[src/rtl/demux_12_pkg.sv]
// Shared definitions for the 1:2 nibble demux at the receive end of the alternating mux link.
package demux_12_pkg;

    typedef enum logic {
        EXP_L1 = 1'b0,
        EXP_L0 = 1'b1
    } state_e;

    // Lane carried by the first beat of each pair; the mux uses the same value.
    localparam int unsigned FIRST_LANE = 1;

    localparam state_e START_STATE = (FIRST_LANE == 1) ? EXP_L1 : EXP_L0;

endpackage

[src/rtl/demux_12_if.sv]
// Serial-in / paired-out bus between the demux and its neighbours.
interface demux_12_if #(
    parameter int unsigned WIDTH   = 4,
    parameter int unsigned COUNT_W = 8
);
    logic [WIDTH-1:0]   data_in;
    logic               valid_in;
    logic               resync;
    logic [WIDTH-1:0]   data_0;
    logic [WIDTH-1:0]   data_1;
    logic               valid_out;
    logic               pending;
    logic [COUNT_W-1:0] pair_count;

    modport master (
        output data_in, valid_in, resync,
        input  data_0, data_1, valid_out, pending, pair_count
    );

    modport slave (
        input  data_in, valid_in, resync,
        output data_0, data_1, valid_out, pending, pair_count
    );
endinterface

[src/rtl/demux_12_pair_counter.sv]
// Wrapping count of completed pairs.
module demux_12_pair_counter #(
    parameter int unsigned COUNT_W = 8
) (
    input  logic               clk,
    input  logic               rst_n,
    input  logic               i_en,
    output logic [COUNT_W-1:0] o_count
);
    logic [COUNT_W-1:0] r_count;

    always_ff @(posedge clk or negedge rst_n) begin
        if (!rst_n) begin
            r_count <= '0;
        end else if (i_en) begin
            r_count <= r_count + COUNT_W'(1);
        end
    end

    assign o_count = r_count;
endmodule

[src/rtl/demux_12.sv]
// Reassembles lane-1/lane-0 beat pairs from one serial lane into parallel words.
module demux_12
    import demux_12_pkg::*;
#(
    parameter int unsigned WIDTH   = 4,
    parameter int unsigned COUNT_W = 8
) (
    input  logic        clk,
    input  logic        reset_L,
    demux_12_if.slave   bus
);
    state_e             r_state;
    state_e             w_next_state;
    logic [WIDTH-1:0]   r_hold;
    logic [WIDTH-1:0]   r_data_0;
    logic [WIDTH-1:0]   r_data_1;
    logic               r_valid_out;
    logic               w_load_hold;
    logic               w_clear_hold;
    logic               w_complete;
    logic [COUNT_W-1:0] w_pair_count;

    // State register plus the hold/output registers it steers.
    always_ff @(posedge clk or negedge reset_L) begin
        if (!reset_L) begin
            r_state     <= START_STATE;
            r_hold      <= '0;
            r_data_0    <= '0;
            r_data_1    <= '0;
            r_valid_out <= 1'b0;
        end else begin
            r_state     <= w_next_state;
            r_valid_out <= w_complete;
            if (w_load_hold) begin
                r_hold <= bus.data_in;
            end else if (w_clear_hold) begin
                r_hold <= '0;
            end
            if (w_complete) begin
                r_data_0 <= bus.data_in;
                r_data_1 <= r_hold;
            end
        end
    end

    // Resync overrides pairing: a simultaneous beat restarts a pair as lane 1.
    always_comb begin
        w_next_state = r_state;
        w_load_hold  = 1'b0;
        w_clear_hold = 1'b0;
        w_complete   = 1'b0;
        if (bus.resync) begin
            if (bus.valid_in) begin
                w_load_hold  = 1'b1;
                w_next_state = EXP_L0;
            end else begin
                w_clear_hold = 1'b1;
                w_next_state = EXP_L1;
            end
        end else if (bus.valid_in) begin
            case (r_state)
                EXP_L1: begin
                    w_load_hold  = 1'b1;
                    w_next_state = EXP_L0;
                end
                EXP_L0: begin
                    w_complete   = 1'b1;
                    w_next_state = EXP_L1;
                end
                default: w_next_state = START_STATE;
            endcase
        end
    end

    demux_12_pair_counter #(
        .COUNT_W (COUNT_W)
    ) u_pair_counter (
        .clk     (clk),
        .rst_n   (reset_L),
        .i_en    (w_complete),
        .o_count (w_pair_count)
    );

    assign bus.data_0     = r_data_0;
    assign bus.data_1     = r_data_1;
    assign bus.valid_out  = r_valid_out;
    assign bus.pending    = (r_state == EXP_L0);
    assign bus.pair_count = w_pair_count;
endmodule

[src/flat_wrapper.sv]
// flat-port wrapper written by rule: the top's interface ports become plain ports
module demux_12_flat import demux_12_pkg::*;
#(
    parameter int unsigned WIDTH   = 4,
    parameter int unsigned COUNT_W = 8
)
  (clk, reset_L, bus_data_in, bus_valid_in, bus_resync, bus_data_0, bus_data_1, bus_valid_out, bus_pending, bus_pair_count);
  demux_12_if #(.WIDTH(WIDTH), .COUNT_W(COUNT_W)) bus_i ();
  input  logic clk;
  input  logic reset_L;
  input wire logic [$bits(bus_i.data_in)-1:0] bus_data_in;
  input wire logic [$bits(bus_i.valid_in)-1:0] bus_valid_in;
  input wire logic [$bits(bus_i.resync)-1:0] bus_resync;
  output wire logic [$bits(bus_i.data_0)-1:0] bus_data_0;
  output wire logic [$bits(bus_i.data_1)-1:0] bus_data_1;
  output wire logic [$bits(bus_i.valid_out)-1:0] bus_valid_out;
  output wire logic [$bits(bus_i.pending)-1:0] bus_pending;
  output wire logic [$bits(bus_i.pair_count)-1:0] bus_pair_count;
  assign bus_i.data_in = bus_data_in;
  assign bus_i.valid_in = bus_valid_in;
  assign bus_i.resync = bus_resync;
  assign bus_data_0 = bus_i.data_0;
  assign bus_data_1 = bus_i.data_1;
  assign bus_valid_out = bus_i.valid_out;
  assign bus_pending = bus_i.pending;
  assign bus_pair_count = bus_i.pair_count;
  demux_12 #(.WIDTH(WIDTH), .COUNT_W(COUNT_W)) u_core (.clk(clk), .reset_L(reset_L), .bus(bus_i));
endmodule
[config.mk]
export PLATFORM = sky130hd
export DESIGN_NAME = demux_12_flat
export DESIGN_NICKNAME = d
export VERILOG_FILES = /design/src/rtl/demux_12_pkg.sv /design/src/rtl/demux_12_if.sv /design/src/rtl/demux_12_pair_counter.sv /design/src/rtl/demux_12.sv /design/src/flat_wrapper.sv
export SDC_FILE = /design/constraint.sdc
export NUM_CORES = 1
export LEC_CHECK = 0
export ABC_AREA = 1
export BUFFER_PORTS_ARGS = -buffer_cell sky130_fd_sc_hd__buf_2
export CAP_MARGIN = 20
export CORE_MARGIN = 2
export CORE_UTILIZATION = 23
export DETAILED_ROUTE_END_ITERATION = 7
export GPL_ROUTABILITY_DRIVEN = 0
export PLACE_DENSITY = 0.46
export SYNTH_ARGS = -nofsm -noshare
export SYNTH_HDL_FRONTEND = slang
export SYNTH_SLANG_ARGS = --single-unit
[constraint.sdc]
create_clock -name clk -period 2.56 [get_ports clk]
set_input_delay 0.256 -clock clk [delete_from_list [all_inputs] [get_ports clk]]
set_output_delay 0.256 -clock clk [all_outputs]
set_load 0.05 [all_outputs]
==> results.md <==
* Sw Share at between 40% and 50%
* Root Buffer: clkbuf_8
* Synthesized cell area at 975 um^2
* Placed cells at around 180
* CP startpoint: u_core.bus.pending
* Avg Cell Area, Syn at 9.28 um^2
* Post-Route WL at 1990 um
* Fmax at approximately 730 MHz
* DRC at 0
* Seq/Total Area, Yosys at 56.5%
* Setup CP Type: register to register
* Port buffer count at 25
* FP Rows at 23
* Largest net degree at the start of global routing at 23
* # fillers at 450
* Post-DP HPWL at between 1000 and 1500 um
* H-tree depth at 1
* Reg2reg end: u_core.u_pair_counter.o_count[5]
* CTS tree: done
* GRT Total Usage at a little under a tenth
* Arr. time, crit path at around 1.5 ns
* Die H at just under 70 um
* Setup TNS after final layout at 0 ns
* CTS Buffer Depth at 2
* Initial antenna violation count at 0
* Unique masters post-synth at 16
* Power Dens Cells at ~950 mW/mm^2
* Vias per inst at approximately 4.1
* Clock sink total at 22
* Worst skew pair latency at approximately 0.26 ns
* Switching Power at between 0.0004 and 0.0005 W
* Total Power at between 0.001 and 0.0015 W
* Final ANT Viol Nets at 0
* Die ar. at 0.00477 mm^2
* Max VDD drop at between 400 and 500 uV
* CP endpoint: u_core.u_pair_counter.o_count[5]
* Worst-path fanout max at 20
* Leakage at approximately 0.66 nW
* WP data required at between 2 and 3 ns
* Yosys Warn Count at 0
* Start of the worst register-to-register path: u_core.bus.pending
* Diode count at 0
* Max Cap Viol at 0
* Outcome: finished, final reports clean
* Min cycle time layout at roughly 1.4 ns
* Post-cts sizing count at 0
* Logic gate share of total power at between 30% and 40%
* Die W at 69.1 um
* Final hold vios at 0
* Nets@finish at about 140
* Routed length per instance at approximately 11 um
* Initial core utilization at about a quarter
* Worst-Margin Slew at around 0.52 ns
* RSZ-0062 raised after global routing: false
* Yosys reg bits at 22
* Syn_nets at ~110
* Drt initial violations at 17
* Synth-to-layout area growth at 24.3%
* Clock power share at around 22%
* Number of global-route vias before repair at 776
* Slew Limit Fails at 0
* Worst-path clk slew at 0.08 ns
* Slew HR at 64.8%
* Final Cycle Share at 53.5%
* Worst reg-to-reg path cell count at 5
* Cells after Synth at 105
* Core ar. at just over 0.004 mm^2
* Final Skew at roughly 0.0044 ns
* Setup Fix Bufs, Post-CTS at 0
* First-pass GRT wire length at 3510 um
* GRT overflow at 0
* Register share of total power at 42.2%
* Non-filler instance count after layout at 183
* Internal power at ~0.00065 W
* HP Class: input port to register
* Setup violations, final at 0
* Setup crit end kind: register
* Worst setup SP type: register
* Vias at approximately 740
* Layout cells sized above 1 at between 20% and 30%
* # IOs at 26
* Reg2Reg Setup Slack at 1.19 ns
* Pre-Repair DR Iteration Count at 4
* Num CTS Buffers at 3
-- layer usage --
metal  wire [um]  up-vias  track usage [%]
li1            -      378                -
met1         963      340             11.2
met2         862       22             14.3
met3         149        2             4.24
met4          13        0             2.18
met5           0        -                0
-- synthesized netlist by cell type --
| master | instances | area, um^2 |
|---|---|---|
| ha_1 | 1 | 12.5 |
| o21ai_0 | 9 | 45.0 |
| dfrtp_1 | 22 | 551 |
| xnor2_1 | 1 | 8.76 |
| o22ai_1 | 4 | 25.0 |
| nor2_8 | 1 | 20.0 |
| nor2_1 | 3 | 11.3 |
| nor2_4 | 2 | 22.5 |
| nand3_2 | 2 | 20.0 |
| inv_1 | 19 | 71.3 |
| nand2_1 | 27 | 101 |
| nand3_1 | 8 | 40.0 |
| buf_6 | 1 | 11.3 |
| buf_2 | 1 | 5.00 |
| inv_2 | 1 | 3.75 |
| xor2_1 | 3 | 26.3 |
-- kinds of logic after synthesis --
kind of cell	Yosys count	share of synthesized area, %
buffers and inverters	22	9.37
adder cells (fa/ha/maj)	1	1.28
AND/OR/NAND/NOR	43	22.1
XOR/XNOR	4	3.60
AO/OA/AOI/OAI	13	7.19
flip-flops	22	56.5
-- cells in the final DEF, fill, tap and decap left out --
cell type,n
o22ai_1,4
clkbuf_8,4
nor2_4,2
inv_1,19
buf_2,25
ha_1,1
dfrtp_1,22
nand3_2,2
nor2_8,1
xor2_1,3
dlygate4sd3_1,1
inv_2,1
nand2_1,27
nor2_1,3
nand3_1,8
o21ai_0,9
xnor2_1,1
-- power groups by stage --
stage	clock network (W)	logic, W	registers [W]
2_1_floorplan	0	0.000109	0.000690
3_3_place_gp	0	0.000417	0.000489
3_5_place_dp	0	0.000418	0.000492
4_1_cts	0.000257	0.000422	0.000486
5_1_grt	0.000284	0.000445	0.000497
6_report	0.000247	0.000415	0.000484
-- per-stage QoR --
step	utilization (%)	area, um^2	hold WS [ns]	setup WS [ns]
6_report	30.1	1210	0.209	1.19
5_1_grt	30.1	1210	0.195	1.06
4_1_cts	30.1	1210	0.207	1.17
3_5_place_dp	28.4	1150	0.262	1.17
3_3_place_gp	28.4	1150	0.247	1.22
2_1_floorplan	-	975	-0.0396	1.05
-- sequential cells by signal (all words and copies together) (netlist names) --
register / count
u_core.bus.pending: 1
u_core.u_pair_counter.o_count: 8
u_core.bus.data_1: 4
u_core.bus.valid_out: 1
u_core.bus.data_0: 4
u_core.r_hold: 4
-- worst min path at each step --
stage                     slack [ns]                                to  startpoint  depth (start not counted)
final                           0.21              u_core.bus.valid_out  bus_resync                          2
after global routing            0.19              u_core.bus.valid_out  bus_resync                          2
after CTS                       0.21              u_core.bus.valid_out  bus_resync                          2
after detailed placement        0.26  u_core.u_pair_counter.o_count[2]     reset_L                          1
after global placement          0.25  u_core.u_pair_counter.o_count[6]     reset_L                          1
after floorplan                -0.04              u_core.bus.data_0[0]     reset_L                          0
-- final cells by class --
| class | count | area (um^2) | share of cell area [%] |
|---|---|---|---|
| Clock buffer | 4 | 55.1 | 4.55 |
| Timing Repair Buffer | 26 | 135 | 11.2 |
| Tap cell | 50 | 62.6 | 5.17 |
| Sequential cell | 22 | 551 | 45.5 |
| Inverter | 20 | 75.1 | 6.20 |
| Multi-Input combinational cell | 61 | 333 | 27.5 |
-- repair_timing --
| item | in CTS | in global routing |
|---|---|---|
| hold buffers | 1 | 0 |
| hold endpoints to repair | 22 | 0 |
| setup endpoints to repair | 0 | 0 |
-- worst max-delay path, stage by stage (launching register included) --
cell and delay (ns):
dfrtp_1 0.44, nand3_2 0.41, nor2_8 0.23, nand3_1 0.09
nand2_1 0.07, inv_1 0.03
Note: power is estimated with default switching activity, not from simulation.
